### src/rtl/dds_phase_accum_pkg.sv
// Shared DDS definitions: default widths, FSM state encoding and phase slice offset.
package dds_pkg;
  localparam int ACC_W     = 24;
  localparam int PHASE_W   = 14;
  localparam int PHASE_LSB = ACC_W - PHASE_W;

  typedef enum logic {
    ST_RUN     = 1'b0,
    ST_PENDING = 1'b1
  } dds_state_e;
endpackage

### src/rtl/dds_phase_accum_if.sv
// Control/status bundle between the frequency controller host and the phase accumulator.
interface dds_phase_accum_if #(
  parameter int ACC_W   = 24,
  parameter int PHASE_W = 14
);
  import dds_pkg::*;

  // FTW handshake: a word transfers on any rising edge where ftw_valid && ftw_ready.
  // ftw_valid must hold ftw_in/upd_at_wrap stable until that edge; ftw_ready never
  // depends on ftw_valid.
  logic               en;
  logic               phase_clr;
  logic [ACC_W-1:0]   ftw_in;
  logic               ftw_valid;
  logic               ftw_ready;
  logic               upd_at_wrap;
  logic               sweep_en;
  logic [ACC_W-1:0]   sweep_step;
  logic [ACC_W-1:0]   sweep_limit;
  logic [PHASE_W-1:0] phase;
  logic               wrap;
  logic               sweep_done;
  logic [ACC_W-1:0]   ftw_active;
  dds_state_e         dbg_state;

  modport slave (
    input  en, phase_clr, ftw_in, ftw_valid, upd_at_wrap,
    input  sweep_en, sweep_step, sweep_limit,
    output ftw_ready, phase, wrap, sweep_done, ftw_active, dbg_state
  );

  modport master (
    output en, phase_clr, ftw_in, ftw_valid, upd_at_wrap,
    output sweep_en, sweep_step, sweep_limit,
    input  ftw_ready, phase, wrap, sweep_done, ftw_active, dbg_state
  );
endinterface

### src/rtl/dds_ftw_ctrl.sv
// Tuning-word owner: immediate/deferred FTW loads, shadow register and per-wrap linear sweep.
module dds_ftw_ctrl
  import dds_pkg::*;
#(
  parameter int ACC_W = dds_pkg::ACC_W
) (
  input  logic             clk,
  input  logic             rst,
  input  logic [ACC_W-1:0] i_ftw_in,
  input  logic             i_ftw_valid,
  input  logic             i_upd_at_wrap,
  input  logic             i_sweep_en,
  input  logic [ACC_W-1:0] i_sweep_step,
  input  logic [ACC_W-1:0] i_sweep_limit,
  input  logic             i_carry,
  output logic             o_ftw_ready,
  output logic [ACC_W-1:0] o_ftw_active,
  output logic             o_sweep_done,
  output dds_state_e       o_state
);
  dds_state_e       r_state;
  logic [ACC_W-1:0] r_shadow;
  logic [ACC_W-1:0] r_ftw_active;
  logic             r_sweep_done;
  logic [ACC_W:0]   w_sweep_sum;
  logic             w_handshake;

  // Ready is a pure function of state, masked while reset is held.
  assign o_ftw_ready = (r_state == ST_RUN) & ~rst;
  assign w_handshake = i_ftw_valid & o_ftw_ready;
  assign w_sweep_sum = {1'b0, r_ftw_active} + {1'b0, i_sweep_step};

  always_ff @(posedge clk) begin
    if (rst) begin
      r_state      <= ST_RUN;
      r_shadow     <= '0;
      r_ftw_active <= '0;
      r_sweep_done <= 1'b0;
    end else begin
      r_sweep_done <= 1'b0;
      case (r_state)
        ST_RUN: begin
          if (w_handshake) begin
            if (i_upd_at_wrap) begin
              r_shadow <= i_ftw_in;
              r_state  <= ST_PENDING;
            end else begin
              r_ftw_active <= i_ftw_in;
            end
          end else if (i_sweep_en && i_carry && (r_ftw_active != i_sweep_limit)) begin
            // Saturate at the ceiling; this also snaps down when the limit is below the FTW.
            if (w_sweep_sum >= {1'b0, i_sweep_limit}) begin
              r_ftw_active <= i_sweep_limit;
              r_sweep_done <= 1'b1;
            end else begin
              r_ftw_active <= w_sweep_sum[ACC_W-1:0];
            end
          end
        end
        ST_PENDING: begin
          if (i_carry) begin
            r_ftw_active <= r_shadow;
            r_state      <= ST_RUN;
          end
        end
        default: r_state <= ST_RUN;
      endcase
    end
  end

  assign o_ftw_active = r_ftw_active;
  assign o_sweep_done = r_sweep_done;
  assign o_state      = r_state;
endmodule

### src/rtl/dds_phase_accum.sv
// DDS phase accumulator: ACC_W-bit accumulator, carry-based wrap pulse and phase slice.
module dds_phase_accum
  import dds_pkg::*;
#(
  parameter int ACC_W   = dds_pkg::ACC_W,
  parameter int PHASE_W = dds_pkg::PHASE_W
) (
  input logic              clk,
  input logic              rst,
  dds_phase_accum_if.slave bus
);
  logic [ACC_W-1:0] r_acc;
  logic             r_wrap;
  logic [ACC_W:0]   w_sum;
  logic             w_carry_evt;
  logic [ACC_W-1:0] w_ftw_active;

  assign w_sum       = {1'b0, r_acc} + {1'b0, w_ftw_active};
  // A carry only counts as a wrap when the accumulate actually happens.
  assign w_carry_evt = bus.en & ~bus.phase_clr & w_sum[ACC_W];

  always_ff @(posedge clk) begin
    if (rst) begin
      r_acc  <= '0;
      r_wrap <= 1'b0;
    end else if (bus.phase_clr) begin
      r_acc  <= '0;
      r_wrap <= 1'b0;
    end else if (bus.en) begin
      r_acc  <= w_sum[ACC_W-1:0];
      r_wrap <= w_sum[ACC_W];
    end else begin
      r_wrap <= 1'b0;
    end
  end

  dds_ftw_ctrl #(
    .ACC_W(ACC_W)
  ) u_ftw_ctrl (
    .clk           (clk),
    .rst           (rst),
    .i_ftw_in      (bus.ftw_in),
    .i_ftw_valid   (bus.ftw_valid),
    .i_upd_at_wrap (bus.upd_at_wrap),
    .i_sweep_en    (bus.sweep_en),
    .i_sweep_step  (bus.sweep_step),
    .i_sweep_limit (bus.sweep_limit),
    .i_carry       (w_carry_evt),
    .o_ftw_ready   (bus.ftw_ready),
    .o_ftw_active  (w_ftw_active),
    .o_sweep_done  (bus.sweep_done),
    .o_state       (bus.dbg_state)
  );

  assign bus.phase      = r_acc[ACC_W-1 -: PHASE_W];
  assign bus.wrap       = r_wrap;
  assign bus.ftw_active = w_ftw_active;
endmodule

### src/flat_wrapper.sv
// flat-port wrapper written by rule: the top's interface ports become plain ports
module dds_phase_accum_flat import dds_pkg::*;
#(
  parameter int ACC_W   = dds_pkg::ACC_W,
  parameter int PHASE_W = dds_pkg::PHASE_W
)
  (clk, rst, bus_en, bus_phase_clr, bus_ftw_in, bus_ftw_valid, bus_upd_at_wrap, bus_sweep_en, bus_sweep_step, bus_sweep_limit, bus_ftw_ready, bus_phase, bus_wrap, bus_sweep_done, bus_ftw_active, bus_dbg_state);
  dds_phase_accum_if #(.ACC_W(ACC_W), .PHASE_W(PHASE_W)) bus_i ();
  input logic clk;
  input logic rst;
  input wire logic [$bits(bus_i.en)-1:0] bus_en;
  input wire logic [$bits(bus_i.phase_clr)-1:0] bus_phase_clr;
  input wire logic [$bits(bus_i.ftw_in)-1:0] bus_ftw_in;
  input wire logic [$bits(bus_i.ftw_valid)-1:0] bus_ftw_valid;
  input wire logic [$bits(bus_i.upd_at_wrap)-1:0] bus_upd_at_wrap;
  input wire logic [$bits(bus_i.sweep_en)-1:0] bus_sweep_en;
  input wire logic [$bits(bus_i.sweep_step)-1:0] bus_sweep_step;
  input wire logic [$bits(bus_i.sweep_limit)-1:0] bus_sweep_limit;
  output wire logic [$bits(bus_i.ftw_ready)-1:0] bus_ftw_ready;
  output wire logic [$bits(bus_i.phase)-1:0] bus_phase;
  output wire logic [$bits(bus_i.wrap)-1:0] bus_wrap;
  output wire logic [$bits(bus_i.sweep_done)-1:0] bus_sweep_done;
  output wire logic [$bits(bus_i.ftw_active)-1:0] bus_ftw_active;
  output wire logic [$bits(bus_i.dbg_state)-1:0] bus_dbg_state;
  assign bus_i.en = bus_en;
  assign bus_i.phase_clr = bus_phase_clr;
  assign bus_i.ftw_in = bus_ftw_in;
  assign bus_i.ftw_valid = bus_ftw_valid;
  assign bus_i.upd_at_wrap = bus_upd_at_wrap;
  assign bus_i.sweep_en = bus_sweep_en;
  assign bus_i.sweep_step = bus_sweep_step;
  assign bus_i.sweep_limit = bus_sweep_limit;
  assign bus_ftw_ready = bus_i.ftw_ready;
  assign bus_phase = bus_i.phase;
  assign bus_wrap = bus_i.wrap;
  assign bus_sweep_done = bus_i.sweep_done;
  assign bus_ftw_active = bus_i.ftw_active;
  assign bus_dbg_state = bus_i.dbg_state;
  dds_phase_accum #(.ACC_W(ACC_W), .PHASE_W(PHASE_W)) u_core (.clk(clk), .rst(rst), .bus(bus_i));
endmodule
### config.mk
export PLATFORM = sky130hd
export DESIGN_NAME = dds_phase_accum_flat
export DESIGN_NICKNAME = d
export VERILOG_FILES = /design/src/rtl/dds_phase_accum_pkg.sv /design/src/rtl/dds_phase_accum_if.sv /design/src/rtl/dds_ftw_ctrl.sv /design/src/rtl/dds_phase_accum.sv /design/src/flat_wrapper.sv
export SDC_FILE = /design/constraint.sdc
export NUM_CORES = 1
export LEC_CHECK = 0
export ABC_AREA = 1
export BUFFER_PORTS_ARGS = -buffer_cell sky130_fd_sc_hd__buf_2
export CAP_MARGIN = 20
export CORE_UTILIZATION = 55
export DETAILED_ROUTE_END_ITERATION = 8
export PLACE_DENSITY_LB_ADDON = 0.12
export SLEW_MARGIN = 0
export SYNTH_ARGS = -nofsm -noshare
export SYNTH_HDL_FRONTEND = slang
export SYNTH_SLANG_ARGS = --single-unit
### constraint.sdc
create_clock -name clk -period 10.55 [get_ports clk]
set_clock_uncertainty 0.1 [all_clocks]
set_input_delay 2.6375 -clock clk [delete_from_list [all_inputs] [get_ports clk]]
set_output_delay 2.6375 -clock clk [all_outputs]
set_load 0.005 [all_outputs]
After elaboration in Yosys (flattened, before gate mapping)
Cells that the tools add are included.

operators by class
  add/sub/neg operators = 2
  bitwise logic cells = 9
  magnitude comparators = 1
  multiplexer cells = 11
  equal/unequal tests = 4
  reductions and logical operators = 7

operators by type and width
  cell                  count
  $mux W24              5
  $add A24 B24 Y25      2
  $pmux W24 S2          1
  $ge A25 B24 Y1        1
  $ne A24 B24 Y1        1
  $reduce_and A3 Y1     2
  $not A1 Y1            5
  $and A1 B1 Y1         4
  $mux W1               4
  $reduce_or A4 Y1      1
  $ne A3 B2 Y1 const B  1
  $ne A3 B3 Y1 const B  1
  $reduce_or A3 Y1      1
  $logic_and A1 B1 Y1   2
  $ne A2 B2 Y1 const B  1
  $pmux W1 S2           1
  $reduce_or A2 Y1      1

storage, ports and cells
  register bits = 75
  logic and storage cells = 40
  output and inout bits = 42
  bits of input ports = 79

Longest topological paths before layout
  depth after elaboration = 8
  mapped depth = 28
  mapped depth without buffers = 27

Hierarchy
A second synthesis with hierarchy kept.

second synthesis, totals
  cells, all modules = 1339
  area total of the unflattened synthesis = 7903.8 µm²

by module, submodules not included
  module           seq. area each (µm²)  area each (µm²)  times used  cells each
  dds_ftw_ctrl     1001.0                5103.6           1           826
  dds_phase_accum  500.5                 2800.2           1           513

Worst setup path before layout
Ideal clock, no wire load.

  path type = input-to-output
  start point = input rst
  end point = output bus_ftw_ready
  cell stages on the path = 2
  setup slack = 4.865 ns
  data required time = 7.812 ns
  buffers on the path = 1
  arrival time = 2.948 ns
  cells stage by stage = buf_2 > nor2_1

between the ends
  cells in the longest elaborated chain, start to end = 2

RTL lines
  item             RTL line            text
  start, declared  flat_wrapper.sv:10  input logic rst;
  $not A1 Y1       dds_ftw_ctrl.sv:29  assign o_ftw_ready = (r_state == ST_RUN) & ~rst;
  $and A1 B1 Y1    dds_ftw_ctrl.sv:29
  end, declared    flat_wrapper.sv:19  output wire logic [$bits(bus_i.ftw_ready)-1:0] bus_ftw_ready;

No other way between the ends.

Worst setup path after layout
  start point = input bus_sweep_step[0]
  end point = register u_core.u_ftw_ctrl.r_ftw_active[23] (netlist: u_core.u_ftw_ctrl.o_ftw_active[23])

between the ends
  cells in the longest elaborated chain, start to end = 6

RTL lines
  item                  RTL line            text
  start, declared       flat_wrapper.sv:17  input wire logic [$bits(bus_i.sweep_step)-1:0] bus_sweep_step;
  $add A24 B24 Y25 (*)  dds_ftw_ctrl.sv:31  assign w_sweep_sum = {1'b0, r_ftw_active} + {1'b0, i_sweep_step};
  $ge A25 B24 Y1        dds_ftw_ctrl.sv:52  if (w_sweep_sum >= {1'b0, i_sweep_limit}) begin
  $mux W24 (*)          dds_ftw_ctrl.sv:52
  $mux W24 (*)          dds_ftw_ctrl.sv:50  end else if (i_sweep_en && i_carry && (r_ftw_active != i_sweep_limit)) begin
  $mux W24 (*)          dds_ftw_ctrl.sv:43  if (w_handshake) begin
  $pmux W24 S2 (*)      dds_ftw_ctrl.sv:41  case (r_state)
  end signal, assigned  dds_ftw_ctrl.sv:48  r_ftw_active <= i_ftw_in;
  end signal, assigned  dds_ftw_ctrl.sv:53  r_ftw_active <= i_sweep_limit;
  end signal, assigned  dds_ftw_ctrl.sv:56  r_ftw_active <= w_sweep_sum[ACC_W-1:0];
  end, declared         dds_ftw_ctrl.sv:23  logic [ACC_W-1:0] r_ftw_active;

Every way passes the cells marked *; elsewhere a longest branch is shown, timed or not. The select of a mux whose other input is x is not followed.
A chain may end at the register's enable or synchronous reset.

==> reports/summary.txt <==
Area Overhead vs Synth -> 11.0%
Internal -> 670 uW
Gr ovfl total -> 0
Filler cells -> 1417
Num Clock Sinks -> 75
CP max FO -> 28
DR vias/cell -> 5.33
Clock Path Buffers -> 2
Final Hold Vio Count -> 0
Num CTS Buffers -> 9
Number of global-route vias before repair -> 7569
Share of layout cells above drive strength 1 -> 0.126
Number of flops mapped to enable cells by yosys -> 0
Post-Synthesis Cells -> 1332
Die Height -> 122 microns
Row cnt -> 43
Initial DRC Count -> 665
Setup Viol. Count Final -> 0
Seq cells post-synth -> 75
WL final -> 23700 microns
Predominant post-synthesis flop cell -> dfxtp_1
Setup TNS -> 0 ps
Status -> finished, final reports clean
I/O Buffers -> 120
Switch share -> 0.418
CP arrival -> 6600 ps
Netlist cell types -> 41
Flop pwr share -> 0.292
Initial antenna violation count -> 0
Critical path type -> primary input to register
# nets final -> 1572
Worst endpoint required time -> 10730 ps
Clock tree root driver cell -> clkbuf_16
Minimum clock period -> 6420 ps
Synth warnings -> 0
Clock latency on the worst-skew pair -> 350 ps
Placer Congestion -> 0.951
Pwr per Cell Area -> 131 nW/um^2
Sw Pwr -> 482 uW
Die ar. -> 14900 sq um
Hpwl dp -> 19100 microns
Asr flop ratio synth -> 0
Detailed-router iteration count before antenna repair -> 5
Wire per inst -> 14.8 microns
Register area share after synthesis -> 0.190
Gr usage total -> 0.326
Postcts setup bufs -> 0
Pin count of the biggest net entering global routing -> 50
Fmax achieved -> 156 MHz
DRC -> 0
# diodes -> 0
Comb pwr share -> 0.419
Crit. End Element -> register
Pre-CTS WS -> 3890 ps
Die X-Extent -> 122 microns
Fin worst setup slack -> 4130 ps
Leakage -> 0.00508 uW
PostCTS Resize Cnt -> 0
CTS tree -> done
Clock network power share -> 0.289
Top-level I/O count -> 121
Mapped cell area -> 7920 sq um
Vias post-DR -> 8551
Syn_nets -> 1485
Fin crit share -> 0.609
H-tree levels -> 3
Worst slew pin tran -> 1080 ps
First-pass GRT wire length -> 37600 microns
Core Area -> 13900 sq um
Post-cts hold buffer count -> 0
Worst VDD drop -> 0.112 mV
Commonest non-fill, non-tap cell in the layout -> nand2_1
Post-route ant nets -> 0
Initial Utilization -> 0.568
Max-cap violation count -> 0
Pins Over Slew Limit -> 0
Hold Crit Class -> register to register
Syn_area_per_cell -> 5.94 sq um
Clock slew at reported path FFs -> 70 ps
Most frequent cells in the layout -> nand2_1 (350), inv_1 (274), buf_2 (120)
CP Launch Type -> primary input
Max-slew headroom -> 0.280
RSZ-0062 raised after global routing -> false
-- critical path, cell delays in order --
cell and delay [ps]:
buf_2 100, ha_1 180, inv_1 70, fa_1 420, inv_1 100, nand3_1 80
nand3_2 120, nand2_1 80, nand2_2 100, nand2_1 100, nand2_2 100, nand2_1 50
nand2_1 80, inv_1 50, ha_1 280, nand2_1 160, o21ai_0 120, a21oi_1 160
nand2_1 70, nand2_1 580, nand3_4 500, o21ai_1 260, nand2_1 70, a21oi_1 120
-- state kept, by name (all words and copies together) (netlist names) --
| register | count |
|---|---|
| u_core.u_ftw_ctrl.r_shadow | 24 |
| u_core.r_acc | 24 |
| u_core.bus.wrap | 1 |
| u_core.u_ftw_ctrl.o_sweep_done | 1 |
| u_core.u_ftw_ctrl.o_ftw_active | 24 |
| u_core.u_ftw_ctrl.o_state | 1 |
-- power by group through the flow --
stage / Sequential (uW) / Clock, uW / Combinational [uW]
3_5_place_dp: 343 / 0 / 473
2_1_floorplan: 328 / 0 / 363
6_report: 337 / 332 / 483
4_1_cts: 336 / 334 / 476
3_3_place_gp: 343 / 0 / 468
5_1_grt: 338 / 344 / 551
-- metal layers --
metal | global-route usage | share of wire
met5 | 0 | 0
met4 | 0.118 | 0.031
met3 | 0.0403 | 0.066
met2 | 0.509 | 0.43
met1 | 0.457 | 0.47
-- cells in the mapped netlist, types with 3 or more instances --
cell | n | area (sq um)
nand3b_1 | 13 | 97.6
nor2_1 | 96 | 360
dfxtp_1 | 75 | 1500
inv_1 | 274 | 1030
xnor2_1 | 15 | 131
nor2_2 | 4 | 25.0
nor3_1 | 9 | 45.0
o21ai_1 | 3 | 15.0
buf_2 | 9 | 45.0
inv_2 | 6 | 22.5
nand3_2 | 3 | 30.0
xor2_1 | 26 | 228
nand4_1 | 35 | 219
nand2_2 | 9 | 56.3
ha_1 | 72 | 901
nand3_1 | 82 | 410
clkbuf_1 | 14 | 52.6
o211ai_1 | 5 | 37.5
a21oi_2 | 11 | 96.3
nand2_1 | 350 | 1310
buf_4 | 19 | 143
o21ai_0 | 78 | 390
a21oi_1 | 88 | 440
o21bai_1 | 6 | 45.0
o21a_1 | 3 | 22.5
buf_6 | 3 | 33.8
a21o_1 | 4 | 30.0
-- final cells by class --
| cell class | count | area (sq um) | share of cell area |
|---|---|---|---|
| Sequential cell | 75 | 1500 | 0.171 |
| Timing Repair Buffer | 124 | 631 | 0.0718 |
| Multi-Input combinational cell | 929 | 5070 | 0.577 |
| Clock inverter | 7 | 83.8 | 0.00954 |
| Inverter | 280 | 1050 | 0.120 |
| Clock buffer | 9 | 225 | 0.0256 |
| Tap cell | 180 | 225 | 0.0256 |
-- worst paths after layout --
path | start | endpoint | slack, ps | cells after the start
worst min register to register | u_core.u_ftw_ctrl.r_shadow[8]$_SDFFE_PP0P_ | u_core.u_ftw_ctrl.r_shadow[8]$_SDFFE_PP0P_ | 350 | 2
worst min-delay path | u_core.u_ftw_ctrl.r_shadow[8]$_SDFFE_PP0P_ | u_core.u_ftw_ctrl.r_shadow[8]$_SDFFE_PP0P_ | 350 | 2
worst max register to register | u_core.u_ftw_ctrl.o_ftw_active[0]$_SDFFE_PP0P_ | u_core.u_ftw_ctrl.o_ftw_active[23]$_SDFFE_PP0P_ | 5980 | 23
worst max-delay path | bus_sweep_step[0] | u_core.u_ftw_ctrl.o_ftw_active[23]$_SDFFE_PP0P_ | 4130 | 24
-- kinds of logic after synthesis --
family / count (synthesis) / share of synthesized area
simple gates: 611 / 0.335
fa+ha+maj: 74 / 0.119
xor+xnor: 41 / 0.0454
buf+inv: 328 / 0.170
compound gates: 203 / 0.141
flops: 75 / 0.190
-- per-stage QoR --
stage	util	std cells	cell area [sq um]	hold WS, ps	power, uW
after floorplan	-	1332	7920	324	691
after global placement	0.608	1588	8480	335	811
after detailed placement	0.608	1588	8480	342	815
after CTS	0.631	1604	8790	352	1150
after global routing	0.631	1604	8790	363	1230
final	0.631	1604	8790	349	1150
Note: power is estimated with default switching activity, not from simulation.
